### src/rtl/vga_sync_decoder.sv
// vga_sync_decoder: recovers pixel coordinates and lock status from a raw
// hsync/vsync/blank_b timing stream. Inputs are registered once, outputs once
// (2 clk input-to-output latency).
// Optional build macro VGA_SYNC_DECODER_STATS_EN adds frame_count/err_count.
module vga_sync_decoder #(
  parameter int unsigned H_TOTAL  = 800,
  parameter int unsigned V_TOTAL  = 525,
  parameter int unsigned H_ACTIVE = 640,
  parameter int unsigned V_ACTIVE = 480
) (
  input  logic       clk,
  input  logic       rst,
  input  logic       hsync,
  input  logic       vsync,
  input  logic       blank_b,
  output logic [9:0] x,
  output logic [9:0] y,
  output logic       pixel_valid,
  output logic       locked,
  output logic       frame_start,
  output logic       sync_err
`ifdef VGA_SYNC_DECODER_STATS_EN
  ,
  output logic [15:0] frame_count,
  output logic [7:0]  err_count
`endif
);

  localparam logic [11:0] H_TOT = 12'(H_TOTAL);
  localparam logic [11:0] V_TOT = 12'(V_TOTAL);
  localparam logic [11:0] H_ACT = 12'(H_ACTIVE);
  localparam logic [11:0] V_ACT = 12'(V_ACTIVE);

  typedef enum logic [1:0] {
    SEARCH = 2'd0,
    HLOCK  = 2'd1,
    LOCKED = 2'd2
  } state_t;

  state_t      state, state_n;

  logic        hs_r, vs_r, bl_r;
  logic        hs_p, vs_p;
  logic [10:0] hcnt, hcnt_n;
  logic [10:0] vcnt, vcnt_n;
  logic        vpend, vpend_n;
  logic        match_seen, match_n;
  logic        fb_seen, fbs_n;
  logic [9:0]  xcnt, xcnt_n, x_cur;
  logic [9:0]  ycnt, y_cur;
  logic        line_vis, line_vis_n;

  logic        line_start, v_fall, frame_bound;
  logic        len_ok, frame_ok, h_sat, h_over, v_over;
  logic        err_n, fs_n, lock_n;

  // Event detection and counter next-values from the registered inputs
  always_comb begin
    line_start  = hs_p & ~hs_r;
    v_fall      = vs_p & ~vs_r;
    frame_bound = line_start & (vpend | v_fall);

    len_ok   = (({1'b0, hcnt} + 12'd1) == H_TOT);
    frame_ok = (({1'b0, vcnt} + 12'd1) == V_TOT);
    h_sat    = !line_start && (hcnt == '1);

    hcnt_n = line_start ? '0 : ((hcnt == '1) ? hcnt : hcnt + 11'd1);

    vcnt_n = vcnt;
    if (frame_bound)
      vcnt_n = '0;
    else if (line_start && vcnt != '1)
      vcnt_n = vcnt + 11'd1;

    vpend_n = vpend;
    if (frame_bound)
      vpend_n = 1'b0;
    else if (v_fall)
      vpend_n = 1'b1;

    // x shown for this cycle is the pixel count before this cycle's pixel
    x_cur  = line_start ? '0 : xcnt;
    xcnt_n = (bl_r && x_cur != '1) ? x_cur + 10'd1 : x_cur;
    h_over = bl_r && ({2'b00, x_cur} >= H_ACT);

    line_vis_n = line_start ? bl_r : (line_vis | bl_r);

    // y advances when the line that just ended carried visible pixels
    y_cur = ycnt;
    if (frame_bound)
      y_cur = '0;
    else if (line_start && line_vis && ycnt != '1)
      y_cur = ycnt + 10'd1;
    v_over = line_start && line_vis && ({2'b00, ycnt} >= V_ACT);
  end

  // Lock state machine: next state, match/boundary tracking, error pulse
  always_comb begin
    state_n = state;
    match_n = match_seen;
    fbs_n   = fb_seen;
    err_n   = 1'b0;
    case (state)
      SEARCH: begin
        fbs_n = 1'b0;
        if (line_start) begin
          if (len_ok) begin
            if (match_seen) begin
              state_n = HLOCK;
              match_n = 1'b0;
            end else begin
              match_n = 1'b1;
            end
          end else begin
            match_n = 1'b0;
          end
        end
      end
      HLOCK: begin
        match_n = 1'b0;
        if (line_start && !len_ok) begin
          state_n = SEARCH;
          fbs_n   = 1'b0;
        end else if (frame_bound) begin
          if (fb_seen) begin
            fbs_n   = 1'b0;
            state_n = frame_ok ? LOCKED : SEARCH;
          end else begin
            fbs_n = 1'b1;
          end
        end
      end
      LOCKED: begin
        match_n = 1'b0;
        fbs_n   = 1'b0;
        if ((line_start && !len_ok) || (frame_bound && !frame_ok) ||
            h_sat || h_over || v_over) begin
          state_n = SEARCH;
          err_n   = 1'b1;
        end
      end
      default: begin
        state_n = SEARCH;
        match_n = 1'b0;
        fbs_n   = 1'b0;
      end
    endcase
    lock_n = (state_n == LOCKED);
    fs_n   = frame_bound && lock_n;
  end

  // Input registers, timing counters, state and registered outputs
  always_ff @(posedge clk) begin
    if (rst) begin
      hs_r        <= 1'b1;
      vs_r        <= 1'b1;
      bl_r        <= 1'b0;
      hs_p        <= 1'b1;
      vs_p        <= 1'b1;
      hcnt        <= '0;
      vcnt        <= '0;
      vpend       <= 1'b0;
      match_seen  <= 1'b0;
      fb_seen     <= 1'b0;
      xcnt        <= '0;
      ycnt        <= '0;
      line_vis    <= 1'b0;
      state       <= SEARCH;
      x           <= '0;
      y           <= '0;
      pixel_valid <= 1'b0;
      locked      <= 1'b0;
      frame_start <= 1'b0;
      sync_err    <= 1'b0;
    end else begin
      hs_r        <= hsync;
      vs_r        <= vsync;
      bl_r        <= blank_b;
      hs_p        <= hs_r;
      vs_p        <= vs_r;
      hcnt        <= hcnt_n;
      vcnt        <= vcnt_n;
      vpend       <= vpend_n;
      match_seen  <= match_n;
      fb_seen     <= fbs_n;
      xcnt        <= xcnt_n;
      ycnt        <= y_cur;
      line_vis    <= line_vis_n;
      state       <= state_n;
      x           <= lock_n ? x_cur : '0;
      y           <= lock_n ? y_cur : '0;
      pixel_valid <= lock_n & bl_r;
      locked      <= lock_n;
      frame_start <= fs_n;
      sync_err    <= err_n;
    end
  end

`ifdef VGA_SYNC_DECODER_STATS_EN
  // Frame counter wraps, error counter saturates
  always_ff @(posedge clk) begin
    if (rst) begin
      frame_count <= '0;
      err_count   <= '0;
    end else begin
      if (fs_n)
        frame_count <= frame_count + 16'd1;
      if (err_n && err_count != '1)
        err_count <= err_count + 8'd1;
    end
  end
`endif

endmodule
### config.mk
export PLATFORM = sky130hd
export DESIGN_NAME = vga_sync_decoder
export DESIGN_NICKNAME = d
export VERILOG_FILES = /design/src/rtl/vga_sync_decoder.sv
export SDC_FILE = /design/constraint.sdc
export NUM_CORES = 1
export LEC_CHECK = 0
export ABC_AREA = 1
export CORE_MARGIN = 8
export CORE_UTILIZATION = 36
export DETAILED_ROUTE_END_ITERATION = 16
export DONT_BUFFER_PORTS = 1
export GPL_ROUTABILITY_DRIVEN = 0
export PLACE_DENSITY_LB_ADDON = 0.15
export SLEW_MARGIN = 20
export SYNTH_ARGS = -nofsm -noshare
export SYNTH_HDL_FRONTEND = slang
export SYNTH_SLANG_ARGS = --single-unit
### constraint.sdc
create_clock -name clk -period 2.15 [get_ports clk]
set_input_delay 0.1075 -clock clk [delete_from_list [all_inputs] [get_ports clk]]
set_output_delay 0.1075 -clock clk [all_outputs]
set_load 0.02 [all_outputs]
==> impl_metrics.toml, run 1 <==
[status]
outcome = "completed"

[grt]
grtUsageTotal = 0.118
grt_max_degree = 17
antenna_found_initial = 0
grt_remaining_overflow = 0
grt_pass1_vias = 2751
grt_pass1_wl_um = 12600

[yosys]
synthFlopType = "dfxtp_1"
syn_inst = 467
synth.avg_cell_area_um2 = 7.56
ys_warn_count = 0
syn_area_um2 = 3530
ys_seq_area_frac = 0.437
synth_cell_type_count = 36
ys_ff_latch = 77
synth_top_area_share = 0.437
synth.most_common_cell = "nand2_1"
synthArstFlopShare = 0
synth-edff-count = 0
synth_area_leader_cell = "dfxtp_1"
syn_nets = 480
synth_area_leaders = "dfxtp_1 (44%), nand2_1 (9.8%), nor2_1 (7.6%)"
yosys-top-cells-count = "nand2_1 (92), dfxtp_1 (77), nor2_1 (71), inv_1 (55), nand3_1 (28)"

[timing]
rsz0062_at_grt = "true"
hold_viol_final = 0
layout_min_cycle_time_ns = 1.95
setup_violations = 0
finClkSkew_ns = 0.0130
period_share = 0.905
hold_slack_ns = 0.0772
tightest_slew_ns = 0.692
max_slew_margin = 0.537
maxSlewViolCount = 0
clock.fmax_mhz = 514

[drt]
met2_length_um = 3440
routed_wl_um = 7220
drc = 0
antenna_left = 0
wl_per_cell_um = 11.4
wl_met1_um = 3440
wl_met3_um = 311
highest_layer = "met4"
avgViaCountPerCell = 4.50
dr_total_vias = 2839
dr.pass1.iters = 4
drt_iter0_markers = 100

[layout]
drive_gt1_frac = 0.195
seqCellArea_um2 = 1550
area_growth_pct = 15.8
diodes = 0
fin_nets = 506
fill_cells = 1019
multi_input_area_um2 = 1740

[floorplan]
rows = 36
io_pins = 29
die_h_um = 115
initial_core_util = 0.366
coreArea_um2 = 9640
die_area_um2 = 13200
die_w_um = 115

[cts]
cts_sinks = 77
cts_made_buffers = 9
cts.clk_slew.worst_paths_ns = 0.09
clk_latency_ns = 0.34
cts_buffer_depth = 2
clockRootBuffer = "clkbuf_8"
cts_tree = "built"
htree_levels = 3

[power]
seqPwrFrac = 0.558
ir_worst_vdd_mv = 0.243
clockPowerShare = 0.381
combPwrFrac = 0.061
static-leakage-power_nw = 1.53
power_mw = 2.64
switching_power_mw = 0.674
p_int_mw = 1.97
sw_frac_of_total = 0.255
powerDensity_nw_per_um2 = 646

[critical_path]
worstPathRequired_ns = 2.43
cp-end-kind = "flop"
path_class = "flop to flop"
startpoint_type = "flop"
worstPathMaxFanout = 12
cp.arrival_ns = 2.23

[placed_design]
port_buffers = 0
hpwlAfterDp_um = 5190

[worst_hold_path]
min_path_type = "input pin to flop"

[run]
cap_viol_max_count = 0
==> critical path, cell delays in order (launching register included) <==
cell     delay [ns]
dfxtp_1        0.31
inv_2          0.07
nand2_4        0.13
nand2_2        0.10
inv_1          0.08
ha_1           0.23
nand3_2        0.12
nor2_1         0.06
a21oi_2        0.25
inv_2          0.11
nor2_4         0.11
nand3_1        0.10
nand2_1        0.08
nand2_1        0.05
nor2_1         0.09
==> power groups by stage <==
stage | clock network, mW | registers [mW] | logic [mW]
2_1_floorplan | 0 | 1.50 | 0.104
3_3_place_gp | 0 | 1.50 | 0.144
3_5_place_dp | 0 | 1.50 | 0.145
4_1_cts | 1.06 | 1.47 | 0.157
5_1_grt | 1.12 | 1.48 | 0.186
6_report | 1.01 | 1.47 | 0.162
==> path summary, 6_finish.rpt <==
path / startpoint / slack (ns) / end / cells past startpoint
setup / recovery: hs_r / 0.20 / xcnt[8] / 14
hold / removal: rst / 0.08 / hcnt[9] / 4
setup reg to reg: hs_r / 0.20 / xcnt[8] / 14
hold reg to reg: vs_r / 0.44 / vs_p / 2
==> state kept, by name (all words and copies together), names as in the netlist, 2 cells and up <==
| name | count |
|---|---|
| hcnt | 11 |
| vcnt | 11 |
| x | 10 |
| xcnt | 10 |
| y | 10 |
| ycnt | 10 |
| state | 2 |
==> layout make-up <==
class                           instances  area share
Clock inverter                          6      0.0113
Multi-Input combinational cell        318       0.426
Inverter                               64      0.0588
Sequential cell                        77       0.379
Timing Repair Buffer                   23      0.0508
Tap cell                              133      0.0407
Clock buffer                           10      0.0337
==> cell usage in the layout, fill, tap and decap left out, drive strengths merged, types with 5 or more instances in the layout <==
cell type	instances
xnor2	5
ha	8
nor2	94
nand2	102
o21ai	25
clkinv	5
clkbuf	10
nand4	5
inv	63
dfxtp	77
buf	19
nand3	30
a21oi	28
==> through the flow <==
stage,cell area (µm²),worst slack [ns],util,setup TNS (ns),std cells
after global routing,4090,-0.0499,0.424,-0.0728,631
final,4090,0.204,0.424,0,631
after CTS,3980,0.0368,0.413,0,627
after detailed placement,3760,0.0584,0.390,0,607
after global placement,3760,0.0617,0.390,0,607
after floorplan,3530,0.292,-,0,467
==> timing repair <==
item | 4_1_cts | 5_1_grt
setup buffers | 0 | 4
endpoints found under the setup margin | 0 | 26
hold buffers | 4 | 0
hold endpoints to repair | 16 | 0
gates resized for setup | 0 | 23
==> logic make-up after synthesis <==
group / synth area share
fa+ha+maj: 0.0284
simple gates: 0.331
buf+inv: 0.0890
xor+xnor: 0.0223
compound gates: 0.0922
flops: 0.437
==> layer usage <==
| metal | vias up | track usage |
|---|---|---|
| met5 | - | 0 |
| met4 | 0 | 0.0368 |
| met3 | 2 | 0.0404 |
| met2 | 37 | 0.198 |
| met1 | 1273 | 0.139 |
| li1 | 1527 | - |
(Power assumes the default switching activity.)
==> run 2, diff against run 1 <==
--- a/config.mk
+++ b/config.mk
@@ -11,7 +11,7 @@
 export DETAILED_ROUTE_END_ITERATION = 16
 export DONT_BUFFER_PORTS = 1
 export GPL_ROUTABILITY_DRIVEN = 0
-export PLACE_DENSITY_LB_ADDON = 0.15
+export PLACE_DENSITY_LB_ADDON = 0.12
 export SLEW_MARGIN = 20
 export SYNTH_ARGS = -nofsm -noshare
 export SYNTH_HDL_FRONTEND = slang
==> run 2 against run 1 <==
Clock power down 5%. Non-clock buffer count down 3. Worst hold slack worse by 0.0062 ns. Clock skew is essentially flat. Sequential cell count stayed put. Routed wire length rose by 3.1%. Sequential share of layout area increased by 0.28 points. Critical path depth is 1 higher. Critical path type unchanged. Largest cell class unchanged. Largest power group unchanged.
==> impl_metrics.toml, run 2 (synthesis results as in run 1) <==
[status]
outcome = "completed"

[layout]
fill_cells = 1025
drive_gt1_frac = 0.194
reg.largest.list = "hcnt x11, vcnt x11"
fin_nets = 503
diodes = 0
stdcell_area_um2 = 4070
layout_common_cells = "nand2_1 (90), dfxtp_1 (70), nor2_1 (66)"
area_growth_pct = 15.2
multi_input_area_um2 = 1750
seqCellArea_um2 = 1550
final_common_cell = "nand2_1"
finalNonFillerCells = 628

[placed_design]
dp_cells = 606
hpwlAfterDp_um = 5370
port_buffers = 0
dpl_cell_area_um2 = 3750

[power]
powerDensity_nw_per_um2 = 637
power_mw = 2.59
sw_frac_of_total = 0.256
clockPowerShare = 0.369
p_int_mw = 1.93
switching_power_mw = 0.664
static-leakage-power_nw = 1.54
combPwrFrac = 0.061
ir_worst_vdd_mv = 0.284
seqPwrFrac = 0.570

[cts]
cts_tree = "built"
cts_sinks = 77
htree_levels = 3
cts_made_buffers = 9
clockRootBuffer = "clkbuf_8"
cts_buffer_depth = 2
cts.clk_slew.worst_paths_ns = 0.08
clk_latency_ns = 0.35

[critical_path]
startpoint_type = "flop"
cpPeakStageDelay_ns = 0.36
path_cells = "ha_2 > nand2_2 > nor2_4 > nand2_1 > nor2_1 > nand2_1 > nand2_1 > nor2_1 > nand2_1 > nand2_1 > nand4_1 > nand2_2 > nand2_4 > buf_12 > nor2_4"
cp-end-kind = "flop"
worstPathRequired_ns = 2.39
critPathTopFamily = "simple AND/OR/NAND/NOR gates"
r2r_slack_ns = 0.17
path_class = "flop to flop"
crit_top_cell = "nand2_1"
path_buf_inv = 1
worstPathMaxFanout = 10
cp_slowest_cell = "dfxtp_1"
cp.arrival_ns = 2.23

[drt]
avgViaCountPerCell = 4.50
dr.pass1.iters = 4
wl_per_cell_um = 11.9
drc = 0
dr_total_vias = 2827
drt_iter0_markers = 134
antenna_left = 0
routed_wl_um = 7450

[grt]
grtUsageTotal = 0.122
antenna_found_initial = 0
grt_pass1_vias = 2746
grt_remaining_overflow = 0
grt_max_degree = 17
grt_pass1_wl_um = 12800

[timing]
clock.fmax_mhz = 504
hold_slack_ns = 0.0710
max_slew_margin = 0.552
setup_violations = 0
finClkSkew_ns = 0.0133
rsz0062_at_grt = "false"
tightest_slew_ns = 0.670
layout_min_cycle_time_ns = 1.98
setup-tns-final_ns = 0
maxSlewViolCount = 0
period_share = 0.923
hold_viol_final = 0

[run]
cap_viol_max_count = 0

[floorplan]
die_area_um2 = 13200
rows = 36
coreArea_um2 = 9640
die_w_um = 115
io_pins = 29
die_h_um = 115
initial_core_util = 0.366

[worst_hold_path]
min_path_type = "input pin to flop"
-- run 2: worst reg2reg max path: stages, from the launching register on --
cell	delay, ns
dfxtp_1	0.36
ha_2	0.20
nand2_2	0.09
nor2_4	0.12
nand2_1	0.09
nor2_1	0.14
nand2_1	0.06
nand2_1	0.05
nor2_1	0.04
nand2_1	0.08
nand2_1	0.07
nand4_1	0.13
nand2_2	0.08
nand2_4	0.14
buf_12	0.19
nor2_4	0.04
-- run 2: worst paths after layout --
path	startpoint	endpoint	depth (start not counted)
min reg2reg	vs_r	vs_p	2
min	rst	hcnt[9]	4
max reg2reg	vcnt[0]	y[8]	15
max	vcnt[0]	y[8]	15
-- run 2: power groups by stage --
stage | Sequential (mW) | Combinational, mW | Clock, mW
after floorplan | 1.50 | 0.104 | 0
after global placement | 1.51 | 0.140 | 0
after detailed placement | 1.51 | 0.141 | 0
after CTS | 1.47 | 0.153 | 1.01
after global routing | 1.48 | 0.181 | 1.06
final | 1.48 | 0.158 | 0.956
-- run 2: timing repair --
item / in CTS / in global routing
buffers inserted: 0 / 2
hold buffers: 4 / 0
endpoints found under the setup margin: 0 / 30
endpoints found under the hold margin: 16 / 0
resized for setup: 0 / 27
-- run 2: per-stage QoR --
stage | util | worst slack, ns
finish | 0.422 | 0.166
global route | 0.422 | 0.000326
floorplan | - | 0.292
global placement | 0.389 | 0.0622
detailed placement | 0.389 | 0.0491
CTS | 0.411 | 0.0289
-- run 2: final cells by class --
cell class | count | area share
sequential | 77 | 0.381
timing repair buffer | 20 | 0.0465
clock buffer | 10 | 0.0314
multi-input combinational | 318 | 0.430
clock inverter | 6 | 0.00985
tap | 133 | 0.0409
inverter | 64 | 0.0597
-- run 2: layer usage --
metal  track usage  routed length, µm
met4        0.0525                106
met5             0                  0
met2         0.200               3480
met3        0.0357                379
met1         0.144               3480
